## src/rtl/i2s_rx_frontend.sv

```systemverilog
// I2S receiver front end: synchronises the link, deserialises each slot MSB-first into a
// DATA_W-bit signed word. Optional macro I2S_RX_MONOMIX_EN emits one (L+R)>>>1 word per frame.
module i2s_rx_frontend #(
    parameter int DATA_W = 18,
    parameter int SLOT_W = 32
) (
    input  logic                     clock,
    input  logic                     reset,
    input  logic                     enable,
    input  logic                     bclk_in,
    input  logic                     lrclk_in,
    input  logic                     sdata_in,
    output logic signed [DATA_W-1:0] dataout,
    output logic                     endata,
    output logic                     chan,
    output logic                     framerr
);

    localparam int CNT_W = $clog2(SLOT_W + 1);
    localparam logic [CNT_W-1:0] DATA_CNT = CNT_W'(DATA_W);
    localparam logic [CNT_W-1:0] SLOT_CNT = CNT_W'(SLOT_W);

    typedef enum logic {HUNT, SHIFT} state_t;

    logic bclk_p0_q, bclk_p1_q, bclk_p2_q;
    logic lr_p0_q, lr_p1_q, sd_p0_q, sd_p1_q;
    logic tick_q, lr_t_q, sd_t_q;
    logic lr_last_q, lr_vld_q;
    state_t state_q, state_d;
    logic [CNT_W-1:0] cnt_q, cnt_d;
    logic [DATA_W-1:0] sr_q, sr_d;
    logic signed [DATA_W-1:0] dataout_q, dataout_d;
    logic endata_q, endata_d, chan_q, chan_d, framerr_q, framerr_d;
    logic boundary, word_ok;

`ifdef I2S_RX_MONOMIX_EN
    logic [DATA_W-1:0] left_q, left_d;
    logic left_ok_q, left_ok_d;

    // Sum in DATA_W+1 bits; dropping the LSB is an arithmetic shift (floor).
    function automatic logic signed [DATA_W-1:0] mono_mix(input logic signed [DATA_W-1:0] l,
                                                         input logic signed [DATA_W-1:0] r);
        logic signed [DATA_W:0] sum;
        sum = $signed({l[DATA_W-1], l}) + $signed({r[DATA_W-1], r});
        return sum[DATA_W:1];
    endfunction
`endif

    // A boundary needs a valid previous lrclk sample, so the first tick after reset never counts.
    assign boundary = tick_q && lr_vld_q && (lr_t_q != lr_last_q);
    assign word_ok  = (cnt_q >= DATA_CNT);

    always_comb begin
        state_d   = state_q;
        cnt_d     = cnt_q;
        sr_d      = sr_q;
        dataout_d = dataout_q;
        chan_d    = chan_q;
        endata_d  = 1'b0;
        framerr_d = 1'b0;
`ifdef I2S_RX_MONOMIX_EN
        left_d    = left_q;
        left_ok_d = left_ok_q;
`endif
        if (!enable) begin
            state_d = HUNT;
            cnt_d   = '0;
`ifdef I2S_RX_MONOMIX_EN
            left_ok_d = 1'b0;
`endif
        end else if (tick_q) begin
            case (state_q)
                HUNT: begin
                    if (boundary) begin
                        state_d = SHIFT;
                        cnt_d   = '0;
`ifdef I2S_RX_MONOMIX_EN
                        left_ok_d = 1'b0;
`endif
                    end
                end
                SHIFT: begin
                    if (boundary) begin
                        cnt_d = '0;
                        if (!word_ok) begin
                            framerr_d = 1'b1;
`ifdef I2S_RX_MONOMIX_EN
                            left_ok_d = 1'b0;
`endif
                        end else begin
`ifdef I2S_RX_MONOMIX_EN
                            if (!lr_last_q) begin
                                left_d    = sr_q;
                                left_ok_d = 1'b1;
                            end else begin
                                if (left_ok_q) begin
                                    dataout_d = mono_mix(left_q, sr_q);
                                    chan_d    = 1'b0;
                                    endata_d  = 1'b1;
                                end
                                left_ok_d = 1'b0;
                            end
`else
                            dataout_d = sr_q;
                            chan_d    = lr_last_q;
                            endata_d  = 1'b1;
`endif
                        end
                    end else begin
                        if (cnt_q < DATA_CNT) sr_d = {sr_q[DATA_W-2:0], sd_t_q};
                        if (cnt_q < SLOT_CNT) cnt_d = cnt_q + CNT_W'(1);
                    end
                end
                default: state_d = HUNT;
            endcase
        end
    end

    always_ff @(posedge clock or negedge reset) begin
        if (!reset) begin
            bclk_p0_q <= 1'b0;
            bclk_p1_q <= 1'b0;
            bclk_p2_q <= 1'b0;
            lr_p0_q   <= 1'b0;
            lr_p1_q   <= 1'b0;
            sd_p0_q   <= 1'b0;
            sd_p1_q   <= 1'b0;
            tick_q    <= 1'b0;
            lr_t_q    <= 1'b0;
            sd_t_q    <= 1'b0;
            lr_last_q <= 1'b0;
            lr_vld_q  <= 1'b0;
            state_q   <= HUNT;
            cnt_q     <= '0;
            dataout_q <= '0;
            endata_q  <= 1'b0;
            chan_q    <= 1'b0;
            framerr_q <= 1'b0;
`ifdef I2S_RX_MONOMIX_EN
            left_ok_q <= 1'b0;
`endif
        end else begin
            bclk_p0_q <= bclk_in;
            bclk_p1_q <= bclk_p0_q;
            bclk_p2_q <= bclk_p1_q;
            lr_p0_q   <= lrclk_in;
            lr_p1_q   <= lr_p0_q;
            sd_p0_q   <= sdata_in;
            sd_p1_q   <= sd_p0_q;
            tick_q    <= bclk_p1_q & ~bclk_p2_q;
            lr_t_q    <= lr_p1_q;
            sd_t_q    <= sd_p1_q;
            if (tick_q) begin
                lr_last_q <= lr_t_q;
                lr_vld_q  <= 1'b1;
            end
            state_q   <= state_d;
            cnt_q     <= cnt_d;
            dataout_q <= dataout_d;
            endata_q  <= endata_d;
            chan_q    <= chan_d;
            framerr_q <= framerr_d;
`ifdef I2S_RX_MONOMIX_EN
            left_ok_q <= left_ok_d;
`endif
        end
    end

    // Word storage carries no control meaning, so it is left out of reset.
    always_ff @(posedge clock) begin
        sr_q <= sr_d;
`ifdef I2S_RX_MONOMIX_EN
        left_q <= left_d;
`endif
    end

    assign dataout = dataout_q;
    assign endata  = endata_q;
    assign chan    = chan_q;
    assign framerr = framerr_q;

endmodule
```

## config.mk

```make
export PLATFORM = sky130hd
export DESIGN_NAME = i2s_rx_frontend
export DESIGN_NICKNAME = d
export VERILOG_FILES = /design/src/rtl/i2s_rx_frontend.sv
export SDC_FILE = /design/constraint.sdc
export NUM_CORES = 1
export LEC_CHECK = 0
export ABC_AREA = 1
export CORE_MARGIN = 2
export CORE_UTILIZATION = 51
export CTS_CLUSTER_SIZE = 14
export DETAILED_ROUTE_END_ITERATION = 16
export GPL_TIMING_DRIVEN = 0
export PLACE_DENSITY = 0.74
export SYNTH_ARGS = -nofsm -noshare
export SYNTH_HDL_FRONTEND = slang
export SYNTH_SLANG_ARGS = --single-unit
```

## constraint.sdc

```tcl
create_clock -name clock -period 4 [get_ports clock]
set_input_delay 0.4 -clock clock [delete_from_list [all_inputs] [get_ports clock]]
set_output_delay 0.4 -clock clock [all_outputs]
set_load 0.005 [all_outputs]
```

==> flow_metrics.tcl, run 1 <==
set metrics [dict create \
    cts_resized 0 \
    worst-path-max-fanout 18 \
    min_path_type "primary input to async pin" \
    cts_hold_buf 0 \
    clk_latency_ns 0.33 \
    num-fill-cells 303 \
    areaGrowthSynthToFinish_pct 25.3 \
    worst_slew_pin_slew_ns 0.918 \
    ys_seq_elements 58 \
    synth_cell_types 22 \
    multiInputGateArea_um2 509 \
    routed-via-count 1361 \
    p_int_uw 1000 \
    io_pins 27 \
    ys_seq_area_frac 0.713 \
    start_util 0.536 \
    grt_max_degree 41 \
    final.setup.tns_ns 0 \
    post_cts_buffers 0 \
    preCtsSetupSlack_ns 1.16 \
    ir_drop_uv 305 \
    critPathLaunchType "primary input" \
    r2r-end "sr_q[1]" \
    die_y_um 69.1 \
    clockRootBuffer "clkbuf_8" \
    synthTopCellsByArea "dfrtp_1 46%, edfxtp_1 25%, nand2_1 9.6%" \
    grt_pass1_vias 1430 \
    cap_viol_max_count 0 \
    p_switching_uw 233 \
    cts_htree_levels 3 \
    drive_gt1_frac 0.132 \
    maxSlewViolCount 0 \
    port_buffers 26 \
    die-area_um2 4770 \
    syn_area_um2 2160 \
    grt_use_total 0.173 \
    setup_viol 0 \
    drc 0 \
    ys_warn_count 0 \
    wl_um 3570 \
    fin_crit_sh 0.500 \
    fp-row-count 23 \
    synth_nets 194 \
    finalHoldViolCount 0 \
    timing_worst_setup_path_type "primary input to register" \
    slew-limit-headroom 0.387 \
    grt_first_pass_wirelength_um 6310 \
    synthCells 186 \
    fin_nets 231 \
    n_antenna_cell 0 \
    grt-ovfl-total 0 \
    fmax_ghz 0.500 \
    cts_buffer_depth 2 \
    dr.pass1.iters 4 \
    outcome "complete, no violations" \
    cts_sinks 58 \
    synth_top_cell_by_area "dfrtp_1" \
    wl_per_cell_um 12.8 \
    dieWidth_um 69.1 \
    cts.reportedPaths.clkPinSlew_ns 0.07 \
    r2r_setup_slack_ns 2.11 \
    synth.top_cell.area_share 0.463 \
    cts_inserted_buffers 9 \
    cellLeakagePower_uw 0.00126 \
    ant_nets 0 \
    cts_tree "done" \
    reg2regPathDepth 5 \
    p_per_area_nw_per_um2 456 \
    crit_arrival_ns 1.95 \
    grt_setup_unrepaired "false" \
    antenna_found_initial 0 \
    final-seq-area_um2 1540 \
    crit_path_end_kind "register" \
    worstPathRequired_ns 3.95 \
    drt_iter0_drc 103 \
    viasPerCell 4.90 \
    pwr-share-comb 0.026 \
    pwr-share-seq 0.506 \
    total_power_uw 1240 \
    netSwitchingFraction 0.188 \
    core-area_um2 4030 \
    clock_skew_ns 0.0114 \
    avgSynthCellArea_um2 11.6 \
    place_hpwl_um 2510 \
    period_needed_ns 2.00 \
    reg2reg_from "cnt_q[2]" \
    postLayoutSetupSlackWorst_ns 2.00 \
    fin_util 0.672 \
    power_frac_clock 0.469 \
    finalWeightedCongestion 0.794 \
]
layout make-up:
class | instances | area share
inverter | 12 | 0.0166
buffer | 7 | 0.0250
timing repair buffer | 26 | 0.0943
clock buffer | 15 | 0.0726
sequential | 58 | 0.569
clock inverter | 1 | 0.0111
tap | 50 | 0.0231
multi-input combinational | 109 | 0.188
synthesized netlist by cell type, drive strengths merged:
master	instances
nand4	1
o21ai	4
inv	12
and3	1
nand2	56
ha	2
nand3	27
edfxtp	18
nor2	12
or2	1
a21oi	4
nor3	1
buf	7
dfrtp	40
registers in the layout, summed over array words and instances (netlist names):
signal and flops:
dataout 18, framerr 1, sd_p1_q 1, state_q 1, sr_q 18, lr_vld_q 1
bclk_p2_q 1, bclk_p1_q 1, chan 1, lr_p1_q 1, sd_t_q 1, lr_last_q 1
sd_p0_q 1, bclk_p0_q 1, endata 1, lr_t_q 1, lr_p0_q 1, tick_q 1
cnt_q 6
worst max path at each step:
stage,from,endpoint,slack (ns)
floorplan,cnt_q[2],sr_q[0],2.11
global placement,enable,sr_q[1],1.33
detailed placement,enable,sr_q[1],1.16
CTS,enable,sr_q[3],1.57
global route,enable,sr_q[4],1.84
finish,enable,sr_q[1],2.00
power by group through the flow:
stage          sequential [uW]  combinational [uW]  clock (uW)
3_5_place_dp               636                32.9           0
5_1_grt                    626                37.1         626
6_report                   625                31.8         579
4_1_cts                    625                33.0         594
2_1_floorplan              634                16.7           0
3_3_place_gp               636                31.3           0
logic make-up after synthesis:
group | Yosys count | share of synthesized area
AOI/OAI and AO/OA | 8 | 0.0185
adders and majority gates | 2 | 0.0116
buffers and inverters | 19 | 0.0521
and+or+nand+nor | 99 | 0.204
DFF | 58 | 0.713
metrics by stage:
step	instances	hold WS, ns	instance area [um^2]
floorplan	186	0.104	2160
global placement	262	0.332	2480
detailed placement	262	0.343	2480
CTS	278	0.217	2710
global route	278	0.262	2710
finish	278	0.186	2710
worst max-delay path, stage by stage:
cell	delay, ns
clkdlybuf4s50_1	0.50
nand2_1	0.14
inv_1	0.08
nand2_1	0.09
nor2_2	0.73
placed cells by master (no fill, tap or decap), types with 2 or more instances in the layout:
cell type        instances
nand2_1                 55
dfrtp_1                 40
nand3_1                 25
clkdlybuf4s50_1         25
edfxtp_1                18
clkbuf_8                14
inv_1                   11
nor2_1                  10
o21ai_0                  4
a21oi_1                  4
buf_2                    3
buf_6                    2
buf_4                    2
ha_1                     2
per-layer routing:
layer,part of all wire,vias to the layer above,GRT usage
li1,-,678,-
met4,0.018,0,0.111
met1,0.43,649,0.199
met5,0,-,0
met3,0.035,6,0.0439
met2,0.52,28,0.286
Note: power is estimated with default switching activity, not from simulation.
==> run 2, diff against run 1 <==
--- a/config.mk
+++ b/config.mk
@@ -7,11 +7,11 @@
 export LEC_CHECK = 0
 export ABC_AREA = 1
 export CORE_MARGIN = 2
-export CORE_UTILIZATION = 51
+export CORE_UTILIZATION = 48
 export CTS_CLUSTER_SIZE = 14
 export DETAILED_ROUTE_END_ITERATION = 16
 export GPL_TIMING_DRIVEN = 0
-export PLACE_DENSITY = 0.74
+export PLACE_DENSITY = 0.73
 export SYNTH_ARGS = -nofsm -noshare
 export SYNTH_HDL_FRONTEND = slang
 export SYNTH_SLANG_ARGS = --single-unit
==> constraint.sdc (replaced) <==
create_clock -name clock -period 1.8 [get_ports clock]
set_input_delay 0.18 -clock clock [delete_from_list [all_inputs] [get_ports clock]]
set_output_delay 0.18 -clock clock [all_outputs]
set_load 0.005 [all_outputs]
==> flow_metrics.tcl, run 2 (synthesis results as in run 1) <==
set metrics [dict create \
    outcome "complete, no violations" \
    grt_use_total 0.162 \
    start_util 0.496 \
    die-area_um2 5050 \
    final.setup.tns_ns 0 \
    fin_hold_ws_ns 0.296 \
    n_antenna_cell 0 \
    fp-row-count 24 \
    grt-ovfl-total 0 \
    hp-start "sdata_in" \
    num-fill-cells 358 \
    fmax_ghz 0.629 \
    grt_pass1_vias 1349 \
    viasPerCell 4.82 \
    slew-limit-headroom 0.415 \
    io_pins 27 \
    crit_arrival_ns 1.56 \
    die_y_um 71.1 \
    maxSlewViolCount 0 \
    period_needed_ns 1.59 \
    clockRootBuffer "clkbuf_8" \
    wl_um 3410 \
    ant_nets 0 \
    drc 0 \
    design_area_um2 2760 \
    placed_area_um2 2480 \
    reg2reg_from "tick_q" \
    dr.pass1.iters 4 \
    grt_setup_unrepaired "false" \
    wl_per_cell_um 12.1 \
    crit_path_end_kind "register" \
    areaGrowthSynthToFinish_pct 27.5 \
    p_per_area_nw_per_um2 1080 \
    routed-via-count 1355 \
    cts_buffer_depth 2 \
    hold-path-cell-count 1 \
    fin_crit_sh 0.883 \
    min_path_type "primary input to register" \
    grt_max_degree 41 \
    multiInputGateArea_um2 514 \
    cellLeakagePower_uw 0.00127 \
    setup_viol 0 \
    critPathLaunchType "register" \
    drive_gt1_frac 0.127 \
    cts_sinks 58 \
    clk_latency_ns 0.32 \
    final_common_cell "nand2_1" \
    mostFrequentLayoutCells "55 x nand2_1, 40 x dfrtp_1, 25 x nand3_1, 25 x clkdlybuf4s50_1, 18 x edfxtp_1" \
    worst-path-max-fanout 18 \
    antenna_found_initial 0 \
    clock_skew_ns 0.00566 \
    reg2regPathDepth 5 \
    cts_tree "done" \
    finalHoldViolCount 0 \
    drt_iter0_drc 83 \
    grt_first_pass_wirelength_um 6090 \
    worstPathRequired_ns 1.77 \
    final-seq-area_um2 1540 \
    fin_nets 232 \
    r2r-end "sr_q[1]" \
    place_hpwl_um 2180 \
    r2r_setup_slack_ns 0.21 \
    ir_drop_uv 790 \
    cap_viol_max_count 0 \
    port_buffers 26 \
    dieWidth_um 71.1 \
    cts_htree_levels 3 \
    timing_worst_setup_path_type "register to register" \
    cts.reportedPaths.clkPinSlew_ns 0.06 \
    core-area_um2 4350 \
    finalWeightedCongestion 0.765 \
    min_to "sd_p0_q" \
    cts_inserted_buffers 9 \
    worst_slew_pin_slew_ns 0.878 \
]
-- run 2: cell types whose count changed in the layout (fill, tap and decap cells not counted) --
cell           previous run  this run
clkbuf_8                 14         9
bufinv_16                 1         4
clkinv_1                  0         1
clkinv_2                  0         1
dlygate4sd3_1             0         1
nor2_2                    1         0
nor2_4                    1         2
-- run 2: power by group --
part,internal (uW),switching [uW]
logic,24.6,49.0
clock network,1050,475
registers,1380,11.4
total,2450,535
-- run 2: area by class of cell --
class,instances,area share
tap,52,0.0236
sequential,58,0.559
buffer,7,0.0245
clock buffer,10,0.0463
timing repair buffer,27,0.0963
multi-input combinational,109,0.187
clock inverter,6,0.0468
inverter,12,0.0163
-- run 2: stage by stage --
step                      total power, uW  std cells   util  setup slack [ns]
after floorplan                      1450        186      -             0.188
after global placement               1490        264  0.572            -0.447
after detailed placement             1490        264  0.570            -0.300
after CTS                            3030        281  0.633             0.158
after global routing                 3110        281  0.633            0.0560
final                                2990        281  0.633             0.210
-- run 2: worst max-delay path, stage by stage (launching register included) --
cell and delay, ns:
dfrtp_1 0.44, nand2_2 0.09, inv_2 0.04, nand3_4 0.10, nand2_1 0.13, nor2_4 0.43
-- run 2: timing repair --
action	4_1_cts	5_1_grt
hold buffers	1	0
hold endpoints to repair	17	0
buffers inserted	0	0
endpoints found under the setup margin	18	0
resized for setup	1	0
-- run 2: worst max-delay path by stage --
| stage | startpoint | to | cells after the start | slack [ns] |
|---|---|---|---|---|
| 6_report | tick_q | sr_q[1] | 5 | 0.21 |
| 2_1_floorplan | cnt_q[2] | sr_q[0] | 5 | 0.19 |
| 3_5_place_dp | enable | sr_q[6] | 5 | -0.30 |
| 3_3_place_gp | reset | dataout[5] | 1 | -0.45 |
| 4_1_cts | tick_q | sr_q[4] | 5 | 0.16 |
| 5_1_grt | cnt_q[2] | sr_q[2] | 5 | 0.06 |
-- run 2: metal layers --
layer	vias to the layer above	wire (um)	GRT usage
met5	-	0	0
met4	0	40	0.0692
met3	4	153	0.0641
met2	26	1570	0.246
met1	643	1650	0.207
li1	682	-	-
